[src/rtl/gpu_cmd_pkg.sv]
// Shared command-decoder definitions: opcodes, CMD/BUSY bit positions,
// vertex-loader state encoding and error-flag bit positions.
package gpu_cmd_pkg;

  localparam logic [3:0] OP_SWAP              = 4'h0;
  localparam logic [3:0] OP_CLEAR             = 4'h1;
  localparam logic [3:0] OP_LOAD_VERTEX_BEGIN = 4'h2;
  localparam logic [3:0] OP_LOAD_VERTEX_CONT  = 4'h3;
  localparam logic [3:0] OP_LOAD_EDGE_BEGIN   = 4'h4;
  localparam logic [3:0] OP_LOAD_EDGE_CONT    = 4'h5;
  localparam logic [3:0] OP_DRAW              = 4'h6;
  localparam logic [3:0] OP_STATUS            = 4'h7;

  // Bit positions within the one-hot CMD strobe and BUSY vectors
  localparam int SWAP_IDX              = 0;
  localparam int CLEAR_IDX             = 1;
  localparam int LOAD_VERTEX_BEGIN_IDX = 2;
  localparam int LOAD_VERTEX_CONT_IDX  = 3;
  localparam int LOAD_EDGE_BEGIN_IDX   = 4;
  localparam int LOAD_EDGE_CONT_IDX    = 5;
  localparam int DRAW_IDX              = 6;
  localparam int STATUS_IDX            = 7;

  typedef enum logic [1:0] {
    IDLE    = 2'd0,
    COLLECT = 2'd1,
    WRITE   = 2'd2
  } load_state_t;

  localparam int ERR_BAD_COUNT = 0;
  localparam int ERR_TIMEOUT   = 1;
  localparam int ERR_OVERFLOW  = 2;

endpackage

[src/rtl/gap_timer.sv]
// Loadable down-counter: load restarts the gap window, enable counts it down,
// expire is high once the window has fully elapsed.
module gap_timer
  import gpu_cmd_pkg::*;
#(
  parameter int W = 16
) (
  input  logic         CLK,
  input  logic         rst,
  input  logic         load,
  input  logic         enable,
  input  logic [W-1:0] load_val,
  output logic         expire
);

  logic [W-1:0] cnt_q;

  always_ff @(posedge CLK) begin
    if (rst)
      cnt_q <= '0;
    else if (load)
      cnt_q <= load_val;
    else if (enable && (cnt_q != '0))
      cnt_q <= cnt_q - 1'b1;
  end

  assign expire = (cnt_q == '0);

endmodule

[src/rtl/vertex_load_ctrl.sv]
// Vertex-buffer load sequencer: gathers X/Y/Z from CONT pulses, writes each
// vertex to vertex RAM over a valid/ready port, with a one-entry skid for CONTs.
module vertex_load_ctrl
  import gpu_cmd_pkg::*;
#(
  parameter int COORD_W     = 16,
  parameter int ADDR_W      = 10,
  parameter int MAX_VERTS   = 1024,
  parameter int TIMEOUT_CYC = 65535
) (
  input  logic                 CLK,
  input  logic                 rst,
  input  logic                 cmd_begin,
  input  logic                 cmd_cont,
  input  logic [31:0]          payload,
  output logic                 busy,
  output logic                 vram_we,
  input  logic                 vram_ready,
  output logic [ADDR_W-1:0]    vram_addr,
  output logic [3*COORD_W-1:0] vram_wdata,
  output logic                 done,
  output logic [2:0]           err
);

  localparam int TMR_W = (TIMEOUT_CYC < 2) ? 1 : $clog2(TIMEOUT_CYC + 1);

  load_state_t state_q, state_d;
  logic [ADDR_W:0]      count_q, count_d, index_q, index_d, index_inc;
  logic [1:0]           sel_q, sel_d;
  logic [COORD_W-1:0]   x_q, x_d, y_q, y_d, skid_q, skid_d, coord;
  logic                 skid_full_q, skid_full_d;
  logic [ADDR_W-1:0]    addr_d;
  logic [3*COORD_W-1:0] wdata_d;
  logic                 done_d;
  logic [2:0]           err_d;
  logic                 tmr_load, tmr_en, tmr_expire, timeout_hit, accept;
  logic                 unused_payload;

  assign coord          = payload[COORD_W-1:0];
  assign unused_payload = ^payload[31:COORD_W];
  assign index_inc      = index_q + 1'b1;
  assign accept         = (state_q == WRITE) && vram_ready;
  assign timeout_hit    = (TIMEOUT_CYC != 0) && tmr_expire;
  assign busy           = (state_q != IDLE);
  assign vram_we        = (state_q == WRITE);

  gap_timer #(.W(TMR_W)) u_gap_timer (
    .CLK      (CLK),
    .rst      (rst),
    .load     (tmr_load),
    .enable   (tmr_en),
    .load_val (TMR_W'(TIMEOUT_CYC)),
    .expire   (tmr_expire)
  );

  always_ff @(posedge CLK) begin
    if (rst)
      state_q <= IDLE;
    else
      state_q <= state_d;
  end

  always_comb begin
    state_d     = state_q;
    count_d     = count_q;
    index_d     = index_q;
    sel_d       = sel_q;
    x_d         = x_q;
    y_d         = y_q;
    skid_d      = skid_q;
    skid_full_d = skid_full_q;
    addr_d      = vram_addr;
    wdata_d     = vram_wdata;
    done_d      = 1'b0;
    err_d       = err;
    tmr_load    = 1'b0;
    tmr_en      = 1'b0;

    unique case (state_q)
      IDLE: begin
        if (cmd_begin) begin
          if (payload[15:0] == 16'd0) begin
            done_d = 1'b1;
          end else if (payload[15:0] > 16'(MAX_VERTS)) begin
            err_d[ERR_BAD_COUNT] = 1'b1;
          end else begin
            count_d     = payload[ADDR_W:0];
            index_d     = '0;
            sel_d       = 2'd0;
            skid_full_d = 1'b0;
            err_d       = 3'b000;
            tmr_load    = 1'b1;
            state_d     = COLLECT;
          end
        end
      end

      COLLECT: begin
        if (cmd_cont) begin
          tmr_load = 1'b1;
          unique case (sel_q)
            2'd0: begin x_d = coord; sel_d = 2'd1; end
            2'd1: begin y_d = coord; sel_d = 2'd2; end
            default: begin
              addr_d  = index_q[ADDR_W-1:0];
              wdata_d = {coord, y_q, x_q};
              sel_d   = 2'd0;
              state_d = WRITE;
            end
          endcase
        end else begin
          tmr_en = 1'b1;
          if (timeout_hit) begin
            sel_d   = 2'd0;
            err_d[ERR_TIMEOUT] = 1'b1;
            state_d = IDLE;
          end
        end
      end

      WRITE: begin
        // CONTs here (including the accept cycle) go through the skid entry
        if (cmd_cont) begin
          if (skid_full_q) begin
            err_d[ERR_OVERFLOW] = 1'b1;
          end else begin
            skid_d      = coord;
            skid_full_d = 1'b1;
          end
        end
        if (accept) begin
          index_d = index_inc;
          sel_d   = 2'd0;
          if (index_inc == count_q) begin
            skid_full_d = 1'b0;
            done_d      = 1'b1;
            state_d     = IDLE;
          end else begin
            tmr_load = 1'b1;
            state_d  = COLLECT;
            if (skid_full_q || cmd_cont) begin
              x_d         = skid_full_q ? skid_q : coord;
              sel_d       = 2'd1;
              skid_full_d = 1'b0;
            end
          end
        end
      end

      default: state_d = IDLE;
    endcase
  end

  always_ff @(posedge CLK) begin
    if (rst) begin
      count_q     <= '0;
      index_q     <= '0;
      sel_q       <= 2'd0;
      x_q         <= '0;
      y_q         <= '0;
      skid_q      <= '0;
      skid_full_q <= 1'b0;
      vram_addr   <= '0;
      vram_wdata  <= '0;
      done        <= 1'b0;
      err         <= 3'b000;
    end else begin
      count_q     <= count_d;
      index_q     <= index_d;
      sel_q       <= sel_d;
      x_q         <= x_d;
      y_q         <= y_d;
      skid_q      <= skid_d;
      skid_full_q <= skid_full_d;
      vram_addr   <= addr_d;
      vram_wdata  <= wdata_d;
      done        <= done_d;
      err         <= err_d;
    end
  end

endmodule

[config.mk]
export PLATFORM = sky130hd
export DESIGN_NAME = vertex_load_ctrl
export DESIGN_NICKNAME = d
export VERILOG_FILES = /design/src/rtl/gpu_cmd_pkg.sv /design/src/rtl/gap_timer.sv /design/src/rtl/vertex_load_ctrl.sv
export SDC_FILE = /design/constraint.sdc
export NUM_CORES = 1
export LEC_CHECK = 0
export CORE_MARGIN = 2
export CORE_UTILIZATION = 35
export CTS_BUF_LIST = sky130_fd_sc_hd__clkbuf_16
export DETAILED_ROUTE_END_ITERATION = 8
export HOLD_SLACK_MARGIN = 0.15
export SLEW_MARGIN = 20
export SYNTH_ARGS = -nofsm -noshare
export SYNTH_HDL_FRONTEND = slang
export SYNTH_SLANG_ARGS = --single-unit
[constraint.sdc]
create_clock -name CLK -period 8.95 [get_ports CLK]
set_input_delay 0.895 -clock CLK [delete_from_list [all_inputs] [get_ports CLK]]
set_output_delay 0.895 -clock CLK [all_outputs]
set_load 0.01 [all_outputs]
==> run metrics, run 1 <==
outcome finished clean; syn_nets 891; Syn Std Cell Area 6925 sq um; number of DRC violations after detailed-routing iteration 0 421; Slowest-stage cell, CP nor3_1; Hold Crit Class reg2reg; Worst Setup Start Kind primary input; crit path DAT 3.94 ns; Worst setup startpoint payload[6]; Seq/Total Area, Yosys 44.23%; Synth top cells by count nand2_1 (228), dfxtp_1 (153), a21oi_1 (122); Starting Density 35.58%; Final Instance Area 8452 sq um; clock tree sinks 153; number of flops mapped to enable cells by yosys 0; Area Growth Syn to Fin 22.04%; # diodes 0; die height 144.7 microns; PD cells 173.7 nW/um^2; RSZ-0062 raised after global routing no; Core Box Area 19,460 sq um; Post-CTS Setup Bufs 0; grt ovf 0; Rows 51; post-CTS sizing 0; Critical R2R Launch index_q[0]; gpl congestion 0.7931; Worst Setup End Kind flop; Setup CP Type in2reg; final wirelength 18,340 microns; initial antenna violation count 0; Max Cap Viol 0; critical-path maximum fanout 11; most frequent cell after synthesis nand2_1; Post-Syn Instances 847; chip width 144.7 microns; Num CTS Buffers 17; largest net degree at the start of global routing 88; NumNets Final 942; f_max 0.2793 GHz; slew margin rel. 30.63%; Detailed Place HPWL 11,620 microns; Synth cell types 63; CTS Hold Bufs 0; Area contributors post-synth dfxtp_1 (44%), nand2_1 (12%), a21oi_1 (8.8%); buffer and inverter count on the worst path 1; drt first pass iters 4; area of the die 20,930 sq um; Clk Latency, worst-skew pair 0.43 ns; prevailing post-synth register cell dfxtp_1; GRT Total Usage 18.21%; total of flip-flops plus latches after synthesis 153; share of the synthesized area in the top cell type 44.23%; Slew Viols, Final 0; total I/O pin count 101; Post-route DRC 0; minimum clock period 3.581 ns; Leakage Power 3.026 nW; VDD IR max 0.1321 mV; clk root buf clkbuf_16; Worst-path clk slew 0.06 ns; Vias 6,019; CP top delay family simple AND/OR/NAND/NOR gates; clock buffer depth 2; first-pass GRT wire length 29,740 microns; CTS tree yes; Worst Max-Slew Pin Slew 1.033 ns; final hold vios 0; wire per inst 15.59 microns; hold path start x_q[1]; Routed Antenna Nets 0; layout cells sized above 1 7.684%; Sum Neg Setup Slack 0 ns; skew final 0.01000 ns; vias in the first global route 5,672; final setup fails 0; vias per cell 5.118; H-tree depth 4; syn avg cell area 8.176 sq um; Worst EP required 9.31 ns; total power 1.468 mW; Async SR Flop Fraction 0%; Tcrit/Tclk final 40.01%; cell taking the most area after synthesis dfxtp_1; CP max stage delay 0.89 ns; Ys Warns 0; cell breakdown of the critical path clkdlybuf4s50_1 -> nor4_1 -> a31o_2 -> a41oi_2 -> nor3_1 -> o21ai_0 -> a31oi_1; Buffers on Ports 84; Area after DPL 7863 sq um
## tightest hold or removal path: stages, from the launching register on
cell and delay [ns]:
dfxtp_1 0.30, nand2_1 0.05, a21oi_1 0.05
## stage by stage
stage               instances  hold WS [ns]  setup slack (ns)  utilization [%]
floorplan                 847        0.4273             6.099                -
global placement         1144        0.4395             5.060            40.40
detailed placement       1144        0.4430             4.970            40.40
CTS                      1176        0.4503             5.361            43.41
global route             1176        0.4677             5.150            43.43
finish                   1176        0.4472             5.369            43.43
## cells in the final DEF (no fill, tap or decap), drive strengths merged, types with 7 or more instances in the layout
| master | n |
|---|---|
| nand2 | 228 |
| dfxtp | 153 |
| a21oi | 123 |
| clkdlybuf4s50 | 83 |
| nor2 | 37 |
| nand3 | 31 |
| xor2 | 20 |
| nor2b | 19 |
| clkbuf | 17 |
| mux2 | 16 |
| a41oi | 15 |
| inv | 15 |
| a21o | 14 |
| nor3 | 12 |
| o21ai | 12 |
| mux2i | 12 |
| xnor2 | 9 |
| a31oi | 8 |
| ha | 7 |
| nor4 | 7 |
## per-layer routing
layer  up-vias  part of all wire (%)  track usage [%]  wire length (microns)
li1       3012                     -                -                      -
met1      2868                    47            25.15                   8603
met2       126                    46            28.64                   8488
met3        13                   5.9            3.850                   1075
met4         0                  0.91            5.519                    167
met5         -                     0                0                      0
## power by group
group,leakage [nW],switching (mW),total (mW),internal [mW]
Combinational,1.50,0.0379,0.0568,0.0189
Sequential,1.23,0.00186,0.685,0.683
Clock,0.291,0.292,0.726,0.434
## final timing paths
kind	end	slack [ns]	cells after the start
hold / removal	vram_wdata[1]	0.45	2
setup reg to reg	x_q[3]	5.69	8
setup / recovery	index_q[5]	5.37	7
hold reg to reg	vram_wdata[1]	0.45	2
## sequential cells by signal, indices dropped and copies added (netlist names)
name and flops:
vram_wdata 48, skid_q 16, u_gap_timer.cnt_q 16, x_q 16, y_q 16, count_q 11, index_q 11, vram_addr 10
err 3, sel_q 2, state_q 2, done 1, skid_full_q 1
## cell families after synthesis
family                     count (synthesis)  share of synthesized area (%)
adders and majority gates                  7                          1.265
buffers and inverters                     67                          4.607
xor gates and xnor gates                  29                          3.668
and+or+nand+nor                          370                          24.28
DFF                                      153                          44.23
AOI/OAI and AO/OA                        193                          17.18
muxes                                     28                          4.770
## final cells by class
cell class / instances / area (sq um)
fill: 1976 / 11010
multi-input combinational: 627 / 3558
sequential: 153 / 3063
timing repair buffer: 89 / 875.8
clock buffer: 17 / 425.4
tap: 265 / 331.6
clock inverter: 15 / 160.2
inverter: 10 / 37.54
(Power assumes the default switching activity.)
==> inputs of run 2 (changes only) <==
clock period = 3.3 ns   (was 8.95 ns; I/O delays follow)
==> run 2 against run 1 <==
Compared with the run above:
- cell count rose by 2.6%
- worst setup slack got worse by 5.1 ns
- total power rose to 2.8 times the previous value
- clock-buffer cell count did not move
- critical path type is now reg2reg
- routed wire length rose by 5.3%
- critical path depth rose by 1
- sequential power rose to 2.7 times the previous value
- via count rose by 1.8%
- largest cell class unchanged
- critical endpoint is now x_q[1]
- sequential share of layout area fell by 1.3 points
==> run metrics, run 2 (synthesis results as in run 1) <==
outcome finished clean; wire length on met2 8471 microns; DR WL met3 1188 microns; WHS 0.2761 ns; register area 3063 sq um; Num CTS Buffers 17; critical-path maximum fanout 16; Vias 6,128; vias per cell 5.077; GRT Total Usage 19.29%; skew final 0.008356 ns; CTS Hold Bufs 0; RSZ-0062 raised after global routing no; clock tree sinks 153; f_max 0.3335 GHz; commonest non-fill, non-tap cells in the layout nand2_1 (228), dfxtp_1 (153), a21oi_1 (122), clkdlybuf4s50_1 (83); Buffers on Ports 84; Core Box Area 19,460 sq um; hold path start rst; largest net degree at the start of global routing 56; grt ovf 0; DRT met1 WL 9424 microns; area of the die 20,930 sq um; Rows 51; clk root buf clkbuf_16; crit path DAT 3.31 ns; number of DRC violations after detailed-routing iteration 0 464; Tcrit/Tclk final 90.85%; final hold vios 0; VDD IR max 0.3870 mV; Starting Density 35.58%; Setup CP Type reg2reg; Critical R2R Launch index_q[1]; Max Cap Viol 0; FILL cells 1,963; post-CTS sizing 0; final wirelength 19,310 microns; Post-route DRC 0; Routed Antenna Nets 0; layout cells sized above 1 10.93%; # diodes 0; Sum Neg Setup Slack 0 ns; Worst setup startpoint index_q[1]; NumNets Final 974; H-tree depth 4; Clk Latency, worst-skew pair 0.43 ns; fin cells 1,207; Worst EP required 3.62 ns; CTS tree yes; Area Growth Syn to Fin 26.47%; Worst-path clk slew 0.06 ns; placed insts 1,176; final setup fails 0; commonest non-fill, non-tap cell in the layout nand2_1; die height 144.7 microns; vias in the first global route 5,683; Post-CTS Setup Bufs 0; Worst Max-Slew Pin Slew 1.094 ns; Worst Setup End Kind flop; total I/O pin count 101; drt first pass iters 5; Slew Viols, Final 0; Final Instance Area 8758 sq um; Largest Register vram_wdata; initial antenna violation count 0; wire per inst 16.00 microns; area of the multi-input gates 3555 sq um; Area after DPL 8128 sq um; chip width 144.7 microns; Detailed Place HPWL 12,900 microns; Hold Crit Class in2reg; PD cells 473.6 nW/um^2; Worst Setup Start Kind flop; minimum clock period 2.998 ns; clock buffer depth 2; gpl congestion 0.8437; max FFs per register 48; Max Used Layer met4; slew margin rel. 26.49%; Leakage Power 3.207 nW; first-pass GRT wire length 30,910 microns
[run 2: cell types whose count changed in the layout (fill, tap and decap cells not counted), sizes merged]
cell      change
buf          +32
bufinv        +2
clkinv        +1
clkinvlp      -1
inv           -3
[run 2: worst paths after layout]
kind | endpoint | slack [ns] | depth (start not counted)
hold / removal | count_q[2] | 0.28 | 2
hold reg to reg | vram_wdata[8] | 0.45 | 2
setup reg to reg | x_q[1] | 0.30 | 8
setup / recovery | x_q[1] | 0.30 | 8
[run 2: power by group]
group | internal (mW) | total, mW | switching, mW
clock network | 1.33 | 2.11 | 0.782
logic | 0.0674 | 0.179 | 0.112
registers | 1.85 | 1.86 | 0.00501
total | 3.25 | 4.15 | 0.899
[run 2: layer usage]
| metal | vias up | global-route usage [%] |
|---|---|---|
| met5 | - | 0 |
| met4 | 0 | 5.468 |
| met3 | 13 | 5.462 |
| met2 | 162 | 29.01 |
| met1 | 2883 | 27.01 |
| li1 | 3070 | - |
[run 2: cell type report]
class	count	area share, %
repair buffers	121	13.03
clock buffers	17	4.857
flip-flops and latches	153	34.97
multi-input cells	627	40.59
clock inverters	14	2.343
well taps	265	3.786
inverters	10	0.4286
[run 2: worst max-delay path, stage by stage (launching register included)]
cell and delay (ns):
dfxtp_1 0.42, ha_1 0.35, nand3_1 0.14, nor4_1 0.59, xnor2_1 0.24, nand4_4 0.19
o41ai_4 0.38, buf_12 0.22, mux2_2 0.34
[run 2: metrics by stage]
stage | util [%] | setup slack [ns] | total power, mW
final | 45.00 | 0.3018 | 4.148
after global placement | 41.76 | 0.07875 | 2.076
after detailed placement | 41.76 | 0.08090 | 2.076
after global routing | 45.00 | 0.07315 | 4.287
after CTS | 45.00 | 0.2686 | 4.195
after floorplan | - | 0.4491 | 1.978
==> inputs of run 3 (changes only) <==
CORE_MARGIN = 3   (was 2)
==> run 3 against run 2 <==
Compared with the run above:
- critical path depth stayed put
- clock skew is 0.0065 ns higher
- die area is 2.8% higher
- combinational power hardly changed
- sequential power hardly changed
- clock-buffer cell count stayed put
- total power is 6.0% lower
- hold slack better by 0.17 ns
- largest power group is now registers
- largest cell class unchanged
- non-clock buffer count is 2 higher
- via count is 0.16% higher
- maximum frequency is 1.1% higher
- cell area is 0.69% lower
==> run metrics, run 3 (synthesis results as in run 1) <==
P_sw 880.0 uW; PD cells 448.3 nW/um^2; Post-route DRC 0; Largest Register vram_wdata; Clk Latency, worst-skew pair 0.42 ns; Routed Antenna Nets 0; commonest non-fill, non-tap cells in the layout nand2_1 (228), dfxtp_1 (153), a21oi_1 (122), clkdlybuf4s50_1 (83), buf_4 (38); drt first pass iters 5; H-tree depth 4; gpl congestion 0.8416; clock tree sinks 153; number of DRC violations after detailed-routing iteration 0 405; CP max stage delay 0.54 ns; post-CTS sizing 0; Worst Setup Start Kind flop; Sum Neg Setup Slack 0 ns; CTS tree yes; commonest non-fill, non-tap cell in the layout nand2_1; Vias 6,138; vias in the first global route 5,827; Setup CP Type reg2reg; wire per inst 15.95 microns; crit path DAT 3.27 ns; cell breakdown of the critical path ha_1 -> nand3_1 -> nor4_1 -> xnor2_1 -> nand4_4 -> o41ai_4 -> buf_12 -> mux2_2; Rows 50; GRT Total Usage 17.95%; initial antenna violation count 0; Area after DPL 8137 sq um; Worst EP required 3.60 ns; final wirelength 19,220 microns; Worst Max-Slew Pin Slew 0.7756 ns; Core Box Area 19,080 sq um; Worst Setup End Kind flop; Worst R2R End x_q[3]; Leakage Power 3.192 nW; area of the die 21,510 sq um; skew final 0.01487 ns; VDD IR max 0.3326 mV; f_max 0.3372 GHz; largest net degree at the start of global routing 73; sequential fraction of design power 47.6%; die height 146.7 microns; NumNets Final 976; Clk pwr share 47.8%; final setup fails 0; vias per cell 5.094; Final Instance Area 8698 sq um; slew margin rel. 48.30%; max FFs per register 48; Max Cap Viol 0; Detailed Place HPWL 12,820 microns; Setup crit end x_q[3]; Worst setup startpoint index_q[1]; Pint 3.020 mW; RSZ-0062 raised after global routing no; clk root buf clkbuf_16; Post-CTS Setup Bufs 0; clock buffer depth 2; Slew Viols, Final 0; minimum clock period 2.965 ns; critical-path maximum fanout 16; first-pass GRT wire length 31,330 microns; # diodes 0; chip width 146.7 microns; Worst-path clk slew 0.06 ns; Starting Density 36.30%; reg-to-reg slack, setup 0.33 ns; Logic pwr share 4.6%; Slowest-stage cell, CP nor4_1; Critical R2R Launch index_q[1]; Area Growth Syn to Fin 25.60%; Tcrit/Tclk final 89.86%; layout cells sized above 1 11.11%; final hold vios 0; Num CTS Buffers 17; Buffers on Ports 84; grt ovf 0; outcome finished clean; total I/O pin count 101; CTS Hold Bufs 0; R2R cell count 8; Switching Fraction 22.57%; Hold Crit Class reg2reg
-- run 3: cell count changes in the layout (fill, tap and decap cells not counted), sizes merged --
cell | previous run | this run
clkinvlp | 2 | 0
clkinv | 5 | 10
inv | 12 | 13
buf | 38 | 40
bufinv | 5 | 2
-- run 3: worst max-delay path, delay by kind of cell, from the launching register on --
| family | cells | cell delay (ns) |
|---|---|---|
| buf+inv | 1 | 0.21 |
| compound gates | 1 | 0.38 |
| mux | 1 | 0.35 |
| xor+xnor | 1 | 0.24 |
| flops | 1 | 0.43 |
| simple gates | 3 | 0.89 |
| fa+ha+maj | 1 | 0.35 |
-- run 3: layout make-up --
| cell class | count | area, sq um |
|---|---|---|
| clock inverter | 15 | 131.4 |
| tap | 260 | 325.3 |
| timing repair buffer | 123 | 1156 |
| clock buffer | 17 | 425.4 |
| inverter | 10 | 37.54 |
| sequential | 153 | 3063 |
| multi-input combinational | 627 | 3560 |
| fill | 1895 | 10380 |
-- run 3: layer usage --
layer	GRT usage, %	wire, microns	vias up
li1	-	-	3078
met1	25.76	9482	2884
met2	26.67	8375	155
met3	4.314	1067	21
met4	5.456	298	0
met5	0	0	-
-- run 3: through the flow --
step / std cells / hold slack [ns] / power [mW] / util (%) / worst slack (ns)
after floorplan: 847 / 0.4273 / 1.978 / - / 0.4491
after global placement: 1173 / 0.4386 / 2.077 / 42.64 / 0.08975
after detailed placement: 1173 / 0.4390 / 2.077 / 42.64 / 0.08452
after CTS: 1205 / 0.4485 / 3.941 / 45.56 / 0.3459
after global routing: 1205 / 0.4647 / 4.038 / 45.59 / 0.1065
final: 1205 / 0.4438 / 3.900 / 45.59 / 0.3346
-- run 3: how the worst min path moves through the flow --
stage,start,end,cells past startpoint
final,x_q[8],vram_wdata[8],2
after floorplan,x_q[0],vram_wdata[0],2
after CTS,x_q[8],vram_wdata[8],2
after detailed placement,x_q[2],vram_wdata[2],2
after global routing,x_q[8],vram_wdata[8],2
after global placement,x_q[2],vram_wdata[2],2
-- run 3: power groups by stage --
stage	logic, mW	clock network, mW	registers [mW]
floorplan	0.0819	0	1.90
global placement	0.179	0	1.90
detailed placement	0.179	0	1.90
CTS	0.180	1.90	1.86
global route	0.196	1.99	1.86
finish	0.181	1.86	1.86
